### src/rtl/noc_pkg.sv
// noc_pkg: shared packet layout and injector state encoding for the NoC injection port
package noc_pkg;
    localparam int PKT_W  = 39;
    localparam int DX_MSB = 38;
    localparam int DX_LSB = 35;
    localparam int DY_MSB = 34;
    localparam int DY_LSB = 31;
    localparam int PAY_W  = 31;

    typedef struct packed {
        logic [DX_MSB-DX_LSB:0] dest_x;
        logic [DY_MSB-DY_LSB:0] dest_y;
        logic [PAY_W-1:0]       payload;
    } noc_pkt_t;

    typedef enum logic [1:0] {IDLE, SETUP, REQ_HI, REQ_LO} inj_state_t;

    function automatic noc_pkt_t pack_pkt(input logic [DX_MSB-DX_LSB:0] x,
                                          input logic [DY_MSB-DY_LSB:0] y,
                                          input logic [PAY_W-1:0] p);
        return '{dest_x: x, dest_y: y, payload: p};
    endfunction
endpackage

### src/rtl/noc_sync_fifo.sv
// noc_sync_fifo: small power-of-two synchronous FIFO with registered occupancy count
module noc_sync_fifo
    import noc_pkg::*;
#(
    parameter int WIDTH = PKT_W,
    parameter int DEPTH = 4
) (
    input  logic                         clk,
    input  logic                         rst_n,
    input  logic                         push,
    input  logic                         pop,
    input  logic [WIDTH-1:0]             wdata,
    output logic [WIDTH-1:0]             rdata,
    output logic                         full,
    output logic                         empty,
    output logic [$clog2(DEPTH+1)-1:0]   count
);
    localparam int AW = $clog2(DEPTH);
    localparam int CW = $clog2(DEPTH+1);

    logic [WIDTH-1:0] mem [DEPTH];
    logic [AW-1:0]    wr_ptr, rd_ptr;
    logic             do_push, do_pop;

    assign full    = count == CW'(DEPTH);
    assign empty   = count == '0;
    assign do_push = push && !full;
    assign do_pop  = pop && !empty;
    assign rdata   = mem[rd_ptr];

    always_ff @(posedge clk or negedge rst_n) begin
        if (!rst_n) begin
            wr_ptr <= '0;
            rd_ptr <= '0;
            count  <= '0;
        end else begin
            wr_ptr <= do_push ? wr_ptr + AW'(1) : wr_ptr;
            rd_ptr <= do_pop ? rd_ptr + AW'(1) : rd_ptr;
            count  <= count + CW'(do_push) - CW'(do_pop);
        end
    end

    always_ff @(posedge clk) begin
        if (do_push) mem[wr_ptr] <= wdata;
    end
endmodule

### src/rtl/noc_pkt_injector.sv
// noc_pkt_injector: buffers valid/ready packets and drives them onto a 4-phase bundled-data NoC channel
module noc_pkt_injector
    import noc_pkg::*;
#(
    parameter int WIDTH       = PKT_W,
    parameter int DEPTH       = 4,
    parameter int SETUP_CYC   = 2,
    parameter int TIMEOUT_CYC = 1024,
    parameter int CNT_W       = 16
) (
    input  logic               clk,
    input  logic               rst_n,
    input  logic               in_valid,
    output logic               in_ready,
    input  logic [3:0]         in_dest_x,
    input  logic [3:0]         in_dest_y,
    input  logic [PAY_W-1:0]   in_payload,
    output logic               noc_req,
    output logic [WIDTH-1:0]   noc_data,
    input  logic               noc_ack,
    output logic               busy,
    output logic [CNT_W-1:0]   sent_cnt,
    output logic               timeout_err
);
    localparam int SW = $clog2(SETUP_CYC+1);
    localparam int TW = $clog2(TIMEOUT_CYC+1);
    localparam int CW = $clog2(DEPTH+1);
    localparam logic [SW-1:0] SETUP_LD = SW'(SETUP_CYC-1);
    localparam logic [TW-1:0] WAIT_MAX = TW'(TIMEOUT_CYC-1);

    inj_state_t       state;
    logic [SW-1:0]    setup_cnt;
    logic [TW-1:0]    wait_cnt;
    logic             run, ack_m, ack_s;
    logic             fifo_full, fifo_empty, pop;
    logic [CW-1:0]    fifo_count;
    logic [WIDTH-1:0] head, wdata;
    logic             waiting;

    assign wdata    = WIDTH'(pack_pkt(in_dest_x, in_dest_y, in_payload));
    assign in_ready = run && !fifo_full;
    assign pop      = state == IDLE && !fifo_empty;
    assign waiting  = state == REQ_HI || state == REQ_LO;
    assign busy     = state != IDLE || fifo_count != '0;

    noc_sync_fifo #(.WIDTH(WIDTH), .DEPTH(DEPTH)) u_fifo (
        .clk   (clk),
        .rst_n (rst_n),
        .push  (in_valid && in_ready),
        .pop   (pop),
        .wdata (wdata),
        .rdata (head),
        .full  (fifo_full),
        .empty (fifo_empty),
        .count (fifo_count)
    );

    // run holds in_ready low until the first edge after reset release
    always_ff @(posedge clk or negedge rst_n) begin
        if (!rst_n) begin
            run   <= 1'b0;
            ack_m <= 1'b0;
            ack_s <= 1'b0;
        end else begin
            run   <= 1'b1;
            ack_m <= noc_ack;
            ack_s <= ack_m;
        end
    end

    always_ff @(posedge clk or negedge rst_n) begin
        if (!rst_n) begin
            state       <= IDLE;
            setup_cnt   <= '0;
            wait_cnt    <= '0;
            noc_req     <= 1'b0;
            noc_data    <= '0;
            sent_cnt    <= '0;
            timeout_err <= 1'b0;
        end else begin
            case (state)
                IDLE: if (!fifo_empty) begin
                    noc_data  <= head;
                    setup_cnt <= SETUP_LD;
                    state     <= SETUP;
                end
                SETUP: if (setup_cnt == '0) begin
                    noc_req  <= 1'b1;
                    wait_cnt <= '0;
                    state    <= REQ_HI;
                end else begin
                    setup_cnt <= setup_cnt - SW'(1);
                end
                REQ_HI: if (ack_s) begin
                    noc_req  <= 1'b0;
                    wait_cnt <= '0;
                    state    <= REQ_LO;
                end else if (wait_cnt != WAIT_MAX) begin
                    wait_cnt <= wait_cnt + TW'(1);
                end
                default: if (!ack_s) begin
                    sent_cnt <= sent_cnt + CNT_W'(1);
                    state    <= IDLE;
                end else if (wait_cnt != WAIT_MAX) begin
                    wait_cnt <= wait_cnt + TW'(1);
                end
            endcase
            // stale ack before a request is a protocol violation, flagged like a timeout
            if ((waiting && wait_cnt == WAIT_MAX) || (!waiting && ack_s)) timeout_err <= 1'b1;
        end
    end
endmodule

### config.mk
export PLATFORM = sky130hd
export DESIGN_NAME = noc_pkt_injector
export DESIGN_NICKNAME = d
export VERILOG_FILES = /design/src/rtl/noc_pkg.sv /design/src/rtl/noc_sync_fifo.sv /design/src/rtl/noc_pkt_injector.sv
export SDC_FILE = /design/constraint.sdc
export NUM_CORES = 1
export LEC_CHECK = 0
export ABC_CLOCK_PERIOD_IN_PS = 2500
export CAP_MARGIN = 30
export CORE_MARGIN = 4
export CORE_UTILIZATION = 50
export DETAILED_ROUTE_END_ITERATION = 12
export DONT_BUFFER_PORTS = 1
export PLACE_DENSITY = 0.7
export RECOVER_POWER = 25
export SETUP_SLACK_MARGIN = 0.15
export SYNTH_ARGS = -nofsm -noshare
export SYNTH_HDL_FRONTEND = slang
export SYNTH_SLANG_ARGS = --single-unit
### constraint.sdc
create_clock -name clk -period 2.5 [get_ports clk]
set_input_delay 0.5 -clock clk [delete_from_list [all_inputs] [get_ports clk]]
set_output_delay 0.5 -clock clk [all_outputs]
set_load 0.005 [all_outputs]
Yosys cells after proc, flatten, opt, wreduce, memory -nomap -nowiden
Memory sizes are Yosys's and may differ from the RTL's. A register that Yosys moved wholly into a read port is not among the register bits.
Cells that the tools add are included.
Widths: inputs -> output; s select.

word-level totals
  register bits after elaboration = 43
  bits in writable memories = 156
  input bits = 43
  output and inout port bits = 59
  word-level logic and storage cells = 81
  memories = 1

operators by class
  add/subtract/negate cells = 7
  equality and inequality tests = 11
  multiplexer cells = 17
  bitwise logic cells = 4
  reductions and logical operators = 29

memory list
  memory      depth  width  rd ports  clocked after memory_dff  wr ports  line                 text
  u_fifo.mem  4      39     1         1                         1         noc_sync_fifo.sv:21  logic [WIDTH-1:0] mem [DEPTH];

operators with widths
  cell                   number
  $mux 11                4
  $pmux 11 s3            1
  $add 16x1->16 const B  1
  $add 11x1->11 const B  1
  $eq 11x10->1 const B   1
  $ne 11x10->1 const B   1
  $mux 2                 5
  $reduce_and 3->1       3
  $ne 2x2->1 const B     4
  $logic_and 1x1->1      7
  $pmux 2 s3             1
  $reduce_bool 2->1      3
  $reduce_bool 3->1      2
  $add 2x1->2 const B    2
  $eq 2x2->1 const B     2
  $logic_not 1->1        4
  $logic_not 2->1        2
  $mux 1                 4
  $ne 4x1->1 const B     1
  $not 1->1              4
  $pmux 2 s2             1
  $reduce_and 2->1       2
  $reduce_and 4->1       1
  $add 3x1->3            1
  other kinds (8)        10

Depth between registers and ports, before layout
Gate-level depths: netlist of the first run.

  depth in word-level cells = 7
  mapped depth = 10
  gate-level depth less buffers = 9

Cells and area by module
Synthesis of the first run repeated with hierarchy kept, for this count alone.

second synthesis, totals
  cell total of the unflattened synthesis = 503
  area, all modules = 9397.8 µm²

by module, submodules not included
  module            instances  cells each  area an instance (µm²)  seq. area each (µm²)
  noc_sync_fifo     1          245         6147.1                  4859.7
  noc_pkt_injector  1          258         3250.6                  1876.8

Worst setup path before layout of the first run
OpenSTA, ideal clock, no wires.

  path kind = register to register
  start point = register u_fifo.count[1]
  end point = memory u_fifo.mem[0][0] (netlist name), enable pin
  setup time = 400 ps
  arrival time = 1839 ps
  data required time = 2100 ps
  slack = 261 ps
  stages on the path, launching flop included = 4
  buffers on the path = 0
  period minus slack after synthesis = 2239 ps
  cell sequence = dfrtp_1 > inv_1 > a31oi_1 > and3_1

on the way
  word-level cells in the longest chain between the ends = 7

ends and longest elaborated chain
  element                       line                    text
  start: declaration            noc_sync_fifo.sv:16     output logic [$clog2(DEPTH+1)-1:0] count
  start signal: assignment      noc_sync_fifo.sv:39     count <= count + CW'(do_push) - CW'(do_pop);
  $eq 3x3->1                    noc_sync_fifo.sv:25     assign full = count == CW'(DEPTH);
  $logic_not 1->1               noc_pkt_injector.sv:41  assign in_ready = run && !fifo_full;
  $logic_and 1x1->1             noc_pkt_injector.sv:41
  net in_ready                  noc_pkt_injector.sv:14  output logic in_ready,
  $logic_and 1x1->1             noc_pkt_injector.sv:49  .push (in_valid && in_ready),
  $logic_and 1x1->1             noc_sync_fifo.sv:27     assign do_push = push && !full;
  $mux 1                        noc_sync_fifo.sv:44     if (do_push) mem[wr_ptr] <= wdata;
  $mux 1 (implied by the code)  noc_sync_fifo.sv:44
  end: declaration              noc_sync_fifo.sv:21

The timed path passes the listed nets, and every way through them passes these cells.

Worst setup path after layout of the first run
  start point = register state[0]
  end point = output busy

on the way
  word-level cells in the longest chain between the ends = 2

ends and longest elaborated chain
  element                   line                    text
  start: declaration        noc_pkt_injector.sv:31  inj_state_t state;
  start signal: assignment  noc_pkt_injector.sv:73  state <= IDLE;
  start signal: assignment  noc_pkt_injector.sv:85  state <= SETUP;
  start signal: assignment  noc_pkt_injector.sv:90  state <= REQ_HI;
  $reduce_bool 2->1         noc_pkt_injector.sv:44  assign busy = state != IDLE || fifo_count != '0;
  $logic_or 1x1->1          noc_pkt_injector.sv:44
  end: declaration          noc_pkt_injector.sv:21  output logic busy,

Every way passes these cells.

==> results.sh, run 1 <==
export IMPL_synth_edf_count=156
export IMPL_fin_cells=779
export IMPL_grt_max_degree=83
export IMPL_first_iter_violations=246
export IMPL_worstMarginPinSlew_ns=0.654
export IMPL_drive_above_1_share_pct=26.9
export IMPL_drv_cap=0
export IMPL_worst_path_max_delay_cell="dfrtp_1"
export IMPL_irDropWorstVdd_mv=0.628
export IMPL_cts_sinks=238
export IMPL_h_tree_depth=1
export IMPL_leakage_nw=3.80
export IMPL_utilization_pct=58.4
export IMPL_setup_violations=0
export IMPL_num_antenna_cells=0
export IMPL_rsz0062_at_grt="no"
export IMPL_layout_nets=588
export IMPL_fin_setup_tns_ns=0
export IMPL_routedWlPerCell_um=21.8
export IMPL_end_kind="output pin"
export IMPL_clkTransAtPathRegs_ns=0.06
export IMPL_synth_cell_type_count=52
export IMPL_cts_tree="built"
export IMPL_clockRootBuffer="clkbuf_16"
export IMPL_synth_ff_type="edfxtp_1"
export IMPL_grt_pass1_wl_mm=26.6
export IMPL_hold_violations=0
export IMPL_synth_xor_area_share_pct=1.88
export IMPL_start_kind="register"
export IMPL_start_util_pct=51.4
export IMPL_rows=49
export IMPL_reg2regPathDepth=9
export IMPL_netlist_instances=505
export IMPL_final_common_cell="edfxtp_1"
export IMPL_ys_ff_latch=238
export IMPL_yosysTopAreaCell="edfxtp_1"
export IMPL_avgSynthCellArea_um2=18.5
export IMPL_synth_top_family_by_area="multiplexers"
export IMPL_drc=0
export IMPL_die_x_um=145
export IMPL_ys_async_sr_fraction_pct=34.5
export IMPL_hold_path_class="in2reg"
export IMPL_grt_antenna_before_repair=0
export IMPL_hold_depth=0
export IMPL_slew_headroom_pct=56.4
export IMPL_post_cts_buffers=0
export IMPL_cts_buffers=25
export IMPL_fin_skew_ns=0.0188
export IMPL_p_sw_w=0.00359
export IMPL_pwr_share_comb_pct=25.6
export IMPL_synth_area_leaders="edfxtp_1 50%, dfrtp_1 22%, mux4_2 9.4%, mux2_2 5.1%, ha_1 1.7%"
export IMPL_seq_area_frac_synth_pct=72.2
export IMPL_layout_common_cells="156 x edfxtp_1, 80 x dfrtp_1, 42 x mux2_2, 39 x mux4_2, 25 x clkbuf_16"
export IMPL_intPower_w=0.00884
export IMPL_via_per_inst=5.77
export IMPL_die_y_um=145
export IMPL_fin_crit_ns=2.23
export IMPL_io_pins=102
export IMPL_clockBufferDepth=3
export IMPL_syn_nets=562
export IMPL_synth_top_area_share_pct=50.2
export IMPL_critPathKind="reg2out"
export IMPL_finalMaxSlewViolations=0
export IMPL_area_growth_pct=13.5
export IMPL_synthSimpleGateAreaFrac_pct=5.07
export IMPL_netSwitchingFraction_pct=28.8
export IMPL_grt_pass1_vias=4853
export IMPL_grt_usage_pct=16.7
export IMPL_gp_congestion=0.811
export IMPL_critPathMaxFanout=5
export IMPL_arrival_ns=1.73
export IMPL_finalCritPeriodShare_pct=89.3
export IMPL_fmax_mhz=448
export IMPL_synth_compound_area_share_pct=2.29
export IMPL_coreArea_um2=18100
export IMPL_yosysWarnings=0
export IMPL_pre_cts_ws_ns=0.258
export IMPL_dp_cells=730
export IMPL_status="completed"
export IMPL_path_cells="inv_1 > ha_1 > nor4b_2 > buf_4 > inv_1"
export IMPL_antenna_left=0
export IMPL_vias=4492
export IMPL_routed_wl_mm=17.0
export IMPL_synth_cell_area_um2=9330
export IMPL_clkPwrFrac_pct=28.7
export IMPL_grt_overflow=0
export IMPL_seqPwrFrac_pct=45.8
export IMPL_clock_latency_ns=0.53
export IMPL_first_pass_iters=4
export IMPL_critical_path_buf_inv_count=3
export IMPL_crit_family="flip-flops"
export IMPL_dp_hpwl_mm=9.94
export IMPL_hold_ws_ns=0.0648
export IMPL_cp_required_ns=2.00
export IMPL_crit_top_cell="inv_1"
export IMPL_fillers=1317
export IMPL_synth_adder_area_share_pct=1.96
export IMPL_io_buffer_count=0
export IMPL_cpPeakStageDelay_ns=0.41
export IMPL_setup_ws_ns=0.267
export IMPL_synth_mux_area_share_pct=14.9
export IMPL_cp_num_cells=5
export IMPL_dieArea_um2=20900
export IMPL_power_density_nw_per_um2=1170
-- kinds of logic (layout without fill, tap and decap cells) --
group,after synthesis,after routing
flops,238,238
mux,85,85
simple gates,79,79
buf+inv,36,81
compound gates,32,32
xor+xnor,20,20
fa+ha+maj,14,14
other cells,1,1
-- cells in the mapped netlist (2+ instances only) --
library cell,instances
nand3_1,11
nor4b_1,2
and3_1,5
mux2_2,42
a21oi_1,7
clkbuf_1,6
o31ai_1,2
buf_2,8
a31oi_1,2
nor3b_1,3
mux2i_1,4
dfrtp_1,82
nor2_1,14
mux4_2,39
or3_1,3
nor2b_1,4
xnor2_1,15
nand4_1,3
buf_1,2
ha_1,13
inv_1,19
nand2b_1,3
nor3_1,7
nand2_1,12
edfxtp_1,156
o21bai_1,4
xor2_1,5
o21ai_0,8
-- per-layer routing --
metal,up-vias,wire length (um),global-route usage [%],share of wire [%]
met1,2321,6740,20.7,40
li1,2007,-,-,-
met3,37,1320,6.02,7.8
met2,127,8470,27.7,50
met5,-,0,0,0
met4,0,424,4.96,2.5
-- registers in the layout (all words and copies together) (netlist names) --
signal         count
ack_m              1
ack_s              1
noc_data          39
noc_req            1
run                1
sent_cnt          16
setup_cnt          2
state              2
timeout_err        1
u_fifo.count       3
u_fifo.mem       156
u_fifo.rd_ptr      2
u_fifo.wr_ptr      2
wait_cnt          11
-- final timing paths --
check | startpoint | end | slack, ns
worst max-delay path | state[0] | busy | 0.27
worst min-delay path | in_payload[19] | u_fifo.mem[0][19] | 0.06
worst max register to register | state[1] | u_fifo.count[2] | 0.40
worst min register to register | ack_m | ack_s | 0.36
max in group asynchronous | rst_n | u_fifo.rd_ptr[0] | 1.52
min in group asynchronous | rst_n | noc_data[10] | 0.59
-- timing repair --
item / in CTS / in global routing
resized for setup: 0 / 2
hold buffers: 3 / 0
hold endpoints to repair: 83 / 0
setup endpoints to repair: 0 / 5
-- final cells by class --
type / instances / area [um2] / share of cell area (%)
clock inverter: 9 / 83.8 / 0.792
multi-input combinational: 231 / 2460 / 23.2
clock buffer: 37 / 731 / 6.90
timing repair buffer: 16 / 220 / 2.08
inverter: 19 / 71.3 / 0.673
tap: 229 / 287 / 2.71
sequential: 238 / 6740 / 63.7
-- worst register-to-register path: stages (launching register included) --
cell and delay (ns):
dfrtp_1 0.43, inv_1 0.09, ha_1 0.24, nand2b_1 0.16, inv_2 0.05, ha_1 0.27
inv_1 0.04, ha_1 0.18, fa_1 0.39, xnor2_1 0.14
-- through the flow --
step | total power, W | cell area (um2)
detailed placement | 0.00895 | 9720
CTS | 0.0126 | 10600
global route | 0.0131 | 10600
floorplan | 0.00802 | 9330
global placement | 0.00880 | 9720
finish | 0.0124 | 10600
-- power by group through the flow --
stage | sequential [W] | clock (W) | combinational (W)
6_report | 0.00569 | 0.00357 | 0.00318
5_1_grt | 0.00580 | 0.00385 | 0.00350
4_1_cts | 0.00571 | 0.00367 | 0.00323
3_5_place_dp | 0.00578 | 0 | 0.00317
3_3_place_gp | 0.00574 | 0 | 0.00306
2_1_floorplan | 0.00545 | 0 | 0.00258
Note: power is estimated with default switching activity, not from simulation.
==> inputs of run 2 (changes only) <==
- ABC_CLOCK_PERIOD_IN_PS: 2500 -> 2700
- clock period: 2.5 -> 2.7 ns (I/O delays scaled with it)
==> run 2 against run 1 <==
Die area did not move. Clock power down 11%. Highest routed layer unchanged. Worst hold slack worse by 0.0057 ns. Combinational power fell by 10%. Sequential share of layout area up 0.65 points. Routed wire length up 0.50%. Largest cell class unchanged.
==> results.sh, run 2 (synthesis results as in run 1) <==
export IMPL_start_kind="register"
export IMPL_layout_nets=584
export IMPL_grt_usage_pct=16.8
export IMPL_h_tree_depth=1
export IMPL_grt_max_degree=83
export IMPL_grt_pass1_vias=4917
export IMPL_cts_resized=0
export IMPL_drc=0
export IMPL_reg2regPathDepth=6
export IMPL_layout_common_cells="156 x edfxtp_1, 80 x dfrtp_1, 42 x mux2_2, 39 x mux4_2, 25 x clkbuf_16"
export IMPL_rows=49
export IMPL_io_buffer_count=0
export IMPL_clockRootBuffer="clkbuf_16"
export IMPL_grt_overflow=0
export IMPL_clkPwrFrac_pct=27.9
export IMPL_irDropWorstVdd_mv=0.762
export IMPL_fin_setup_tns_ns=0
export IMPL_routed_wl_mm=17.0
export IMPL_intPower_w=0.00801
export IMPL_largest_register="u_fifo.mem"
export IMPL_grt_antenna_before_repair=0
export IMPL_arrival_ns=1.78
export IMPL_fin_crit_ns=2.32
export IMPL_largest_register_ffs=156
export IMPL_fillers=1338
export IMPL_dieArea_um2=20900
export IMPL_first_pass_iters=4
export IMPL_multi_input_area_um2=2440
export IMPL_start_util_pct=51.4
export IMPL_placed_area_um2=9690
export IMPL_seqCellArea_um2=6740
export IMPL_clkTransAtPathRegs_ns=0.06
export IMPL_min_delay_start="noc_ack"
export IMPL_cts_buffers=25
export IMPL_power_density_nw_per_um2=1080
export IMPL_leakage_nw=3.75
export IMPL_end_kind="output pin"
export IMPL_post_cts_buffers=0
export IMPL_cts_tree="built"
export IMPL_die_x_um=145
export IMPL_finalInstanceArea_um2=10500
export IMPL_dp_hpwl_mm=9.99
export IMPL_cp_required_ns=2.16
export IMPL_slew_headroom_pct=54.6
export IMPL_hold_depth=0
export IMPL_gp_congestion=0.770
export IMPL_final_common_cell="edfxtp_1"
export IMPL_p_sw_w=0.00330
export IMPL_setup_violations=0
export IMPL_clockBufferDepth=3
export IMPL_fin_skew_ns=0.0122
export IMPL_drive_above_1_share_pct=25.7
export IMPL_critPathKind="reg2out"
export IMPL_pwr_share_comb_pct=25.3
export IMPL_routedWlPerCell_um=22.0
export IMPL_worstSetupStartpoint="state[0]"
export IMPL_rsz0062_at_grt="no"
export IMPL_first_iter_violations=200
export IMPL_fmax_mhz=431
export IMPL_hold_buffers=2
export IMPL_area_growth_pct=12.4
export IMPL_hold_ws_ns=0.0590
export IMPL_drv_cap=0
export IMPL_cts_sinks=238
export IMPL_reg_largest_list="u_fifo.mem x156, noc_data x39, sent_cnt x16"
export IMPL_seqPwrFrac_pct=46.8
export IMPL_via_per_inst=5.77
export IMPL_worstMarginPinSlew_ns=0.678
export IMPL_r2r_start="state[1]"
export IMPL_status="completed"
export IMPL_coreArea_um2=18100
export IMPL_vias=4469
export IMPL_die_y_um=145
export IMPL_hold_violations=0
export IMPL_critPathMaxFanout=5
export IMPL_grt_pass1_wl_mm=26.9
export IMPL_antenna_left=0
export IMPL_io_pins=102
export IMPL_finalMaxSlewViolations=0
export IMPL_hold_path_class="in2reg"
export IMPL_netSwitchingFraction_pct=29.2
export IMPL_num_antenna_cells=0
export IMPL_clock_latency_ns=0.52
export IMPL_finalCritPeriodShare_pct=85.9
## run 2: changes by cell type in the layout (fill, tap and decap cells not counted), sizes merged
cell         previous run  this run
clkinv                  6         7
buf                    14        11
dlygate4sd3             2         1
clkbuf                 37        35
## run 2: per-layer routing
layer,track usage [%],wire [um],up-vias
met2,28.5,8770,126
met4,5.01,282,0
met1,20.7,6670,2327
met3,5.46,1320,22
li1,-,-,1994
met5,0,0,-
## run 2: power by group through the flow
stage / Sequential, W / Clock [W] / Combinational (W)
2_1_floorplan: 0.00504 / 0 / 0.00239
3_3_place_gp: 0.00535 / 0 / 0.00275
6_report: 0.00529 / 0.00316 / 0.00286
4_1_cts: 0.00533 / 0.00326 / 0.00291
3_5_place_dp: 0.00539 / 0 / 0.00285
5_1_grt: 0.00541 / 0.00342 / 0.00315
## run 2: through the flow
step           total power, W  cells  worst slack [ns]  util (%)
5_1_grt                0.0120    774             0.183      57.8
3_3_place_gp          0.00810    727             0.575      53.4
3_5_place_dp          0.00825    727             0.411      53.4
2_1_floorplan         0.00743    505             0.461         -
6_report               0.0113    774             0.379      57.8
4_1_cts                0.0115    774             0.336      57.8
## run 2: final timing paths
check                      slack (ns)               end
max                              0.38              busy
min                              0.06             ack_m
max reg2reg                      0.40       wait_cnt[3]
min reg2reg                      0.36             ack_s
max in group asynchronous        1.75  u_fifo.rd_ptr[0]
min in group asynchronous        0.61      setup_cnt[1]
## run 2: cell type report
cell class	instances	share of cell area, %
timing repair buffer	12	1.79
clock inverter	10	0.752
clock buffer	35	6.42
tap	229	2.73
inverter	19	0.680
sequential	238	64.3
multi-input combinational	231	23.3
## run 2: worst max-delay path, stage by stage, from the launching register on
cell     delay, ns
dfrtp_1       0.41
inv_1         0.12
ha_1          0.24
nor4b_1       0.26
buf_4         0.19
inv_1         0.06
==> inputs of run 3 (changes only) <==
- CORE_UTILIZATION: 50 -> 40
- PLACE_DENSITY: 0.7 -> 0.59
==> run 3 against run 2 <==
Via count shrank 0.49%. Register-to-register slack is essentially flat. Clock skew up 0.0043 ns. Critical path type is now reg2reg. Largest cell class unchanged. Highest routed layer unchanged.
==> results.sh, run 3 (synthesis results as in run 1) <==
export IMPL_hold_path_endpoint="ack_m"
export IMPL_route_met2_wl_mm=8.71
export IMPL_clkTransAtPathRegs_ns=0.06
export IMPL_slew_headroom_pct=58.1
export IMPL_coreArea_um2=22800
export IMPL_largest_register="u_fifo.mem"
export IMPL_clkPwrFrac_pct=30.7
export IMPL_grt_overflow=0
export IMPL_worstMarginPinSlew_ns=0.628
export IMPL_area_growth_pct=15.2
export IMPL_leakage_nw=3.83
export IMPL_setup_ws_ns=0.409
export IMPL_drv_cap=0
export IMPL_hold_ws_ns=0.0486
export IMPL_start_util_pct=41.0
export IMPL_drt_met1_wl_mm=6.81
export IMPL_r2r_end="wait_cnt[3]"
export IMPL_fin_crit_ns=2.29
export IMPL_critPathKind="reg2reg"
export IMPL_min_delay_start="noc_ack"
export IMPL_post_cts_buffers=0
export IMPL_power_density_nw_per_um2=1090
export IMPL_top_layer_used="met4"
export IMPL_first_iter_violations=278
export IMPL_finalInstanceArea_um2=10700
export IMPL_reg_largest_list="u_fifo.mem x156, noc_data x39, sent_cnt x16"
export IMPL_netSwitchingFraction_pct=28.5
export IMPL_setup_violations=0
export IMPL_gp_congestion=0.794
export IMPL_dieArea_um2=25800
export IMPL_vias=4447
export IMPL_placed_area_um2=9800
export IMPL_cts_buffers=26
export IMPL_die_y_um=161
export IMPL_arrival_ns=2.73
export IMPL_r2r_slack_ns=0.41
export IMPL_grt_pass1_wl_mm=28.1
export IMPL_finalMaxSlewViolations=0
export IMPL_rows=55
export IMPL_fmax_mhz=437
export IMPL_via_per_inst=5.16
export IMPL_num_antenna_cells=0
export IMPL_antenna_left=0
export IMPL_layout_common_cells="156 x edfxtp_1, 80 x dfrtp_1, 42 x mux2_2, 39 x mux4_2, 26 x clkbuf_16"
export IMPL_worst_path_max_delay_cell="or3_1"
export IMPL_clockBufferDepth=3
export IMPL_critPathMaxFanout=18
export IMPL_irDropWorstVdd_mv=0.562
export IMPL_met3_wirelength_mm=1.41
export IMPL_final_common_cell="edfxtp_1"
export IMPL_first_pass_iters=4
export IMPL_grt_antenna_before_repair=0
export IMPL_grt_max_degree=83
export IMPL_r2r_start="state[1]"
export IMPL_seqPwrFrac_pct=44.2
export IMPL_critical_path_buf_inv_count=1
export IMPL_fin_setup_tns_ns=0
export IMPL_utilization_pct=47.2
export IMPL_start_kind="register"
export IMPL_h_tree_depth=1
export IMPL_hold_depth=0
export IMPL_routed_wl_mm=17.3
export IMPL_path_cells="inv_1 > ha_1 > nor2b_1 > or3_1 > nor4b_2 > mux2i_1"
export IMPL_io_buffer_count=0
export IMPL_cts_sinks=238
export IMPL_dp_hpwl_mm=9.92
export IMPL_hold_path_class="in2reg"
export IMPL_routedWlPerCell_um=20.1
export IMPL_reg2regPathDepth=6
export IMPL_p_sw_w=0.00334
export IMPL_clockRootBuffer="clkbuf_16"
export IMPL_rsz0062_at_grt="no"
export IMPL_fin_skew_ns=0.0165
export IMPL_io_pins=102
export IMPL_fillers=1923
export IMPL_status="completed"
export IMPL_clock_latency_ns=0.53
export IMPL_cp_required_ns=3.14
export IMPL_crit_family="simple AND/OR/NAND/NOR gates"
export IMPL_grt_pass1_vias=4936
export IMPL_cpPeakStageDelay_ns=0.63
export IMPL_drive_above_1_share_pct=27.4
export IMPL_pwr_share_comb_pct=25.0
export IMPL_layout_nets=585
export IMPL_end_kind="register"
export IMPL_largest_register_ffs=156
export IMPL_cts_tree="built"
export IMPL_pre_cts_ws_ns=0.425
export IMPL_hold_violations=0
export IMPL_die_x_um=161
export IMPL_drc=0
export IMPL_intPower_w=0.00839
export IMPL_grt_usage_pct=13.9
export IMPL_finalCritPeriodShare_pct=84.8
run 3: worst max path at each step:
stage | to | slack [ns] | depth (start not counted) | startpoint
global placement | wait_cnt[3] | 0.57 | 6 | state[1]
finish | wait_cnt[3] | 0.41 | 6 | state[1]
floorplan | u_fifo.mem[0][0] | 0.46 | 3 | u_fifo.count[1]
global route | wait_cnt[3] | 0.26 | 6 | state[1]
detailed placement | wait_cnt[3] | 0.43 | 6 | state[1]
CTS | busy | 0.30 | 5 | state[1]
run 3: power by group through the flow:
stage                     clock network, W  registers (W)  logic, W
after floorplan                          0        0.00504   0.00239
after global placement                   0        0.00524   0.00288
after detailed placement                 0        0.00528   0.00297
after CTS                          0.00373        0.00521   0.00303
after global routing               0.00388        0.00529   0.00331
final                              0.00361        0.00519   0.00294
run 3: timing repair:
item                                   4_1_cts  5_1_grt
hold buffers                                 2        0
setup endpoints to repair                    0        1
gates resized for setup                      0        1
endpoints found under the hold margin       82        0
run 3: cell type report:
class | count | area, um2 | share of cell area, %
repair buffers | 12 | 188 | 1.75
well taps | 313 | 392 | 3.65
multi-input cells | 231 | 2450 | 22.8
inverters | 19 | 71.3 | 0.664
clock buffers | 31 | 689 | 6.42
clock inverters | 17 | 211 | 1.97
flip-flops and latches | 238 | 6740 | 62.7
run 3: per-layer routing:
metal,vias up,track usage [%]
li1,2003,-
met1,2301,17.2
met2,119,23.2
met3,24,4.93
met4,0,4.03
met5,-,0
run 3: metrics by stage:
step           power [W]  std cells
6_report          0.0117        861
5_1_grt           0.0125        861
4_1_cts           0.0120        861
3_5_place_dp     0.00825        811
3_3_place_gp     0.00812        811
2_1_floorplan    0.00743        505
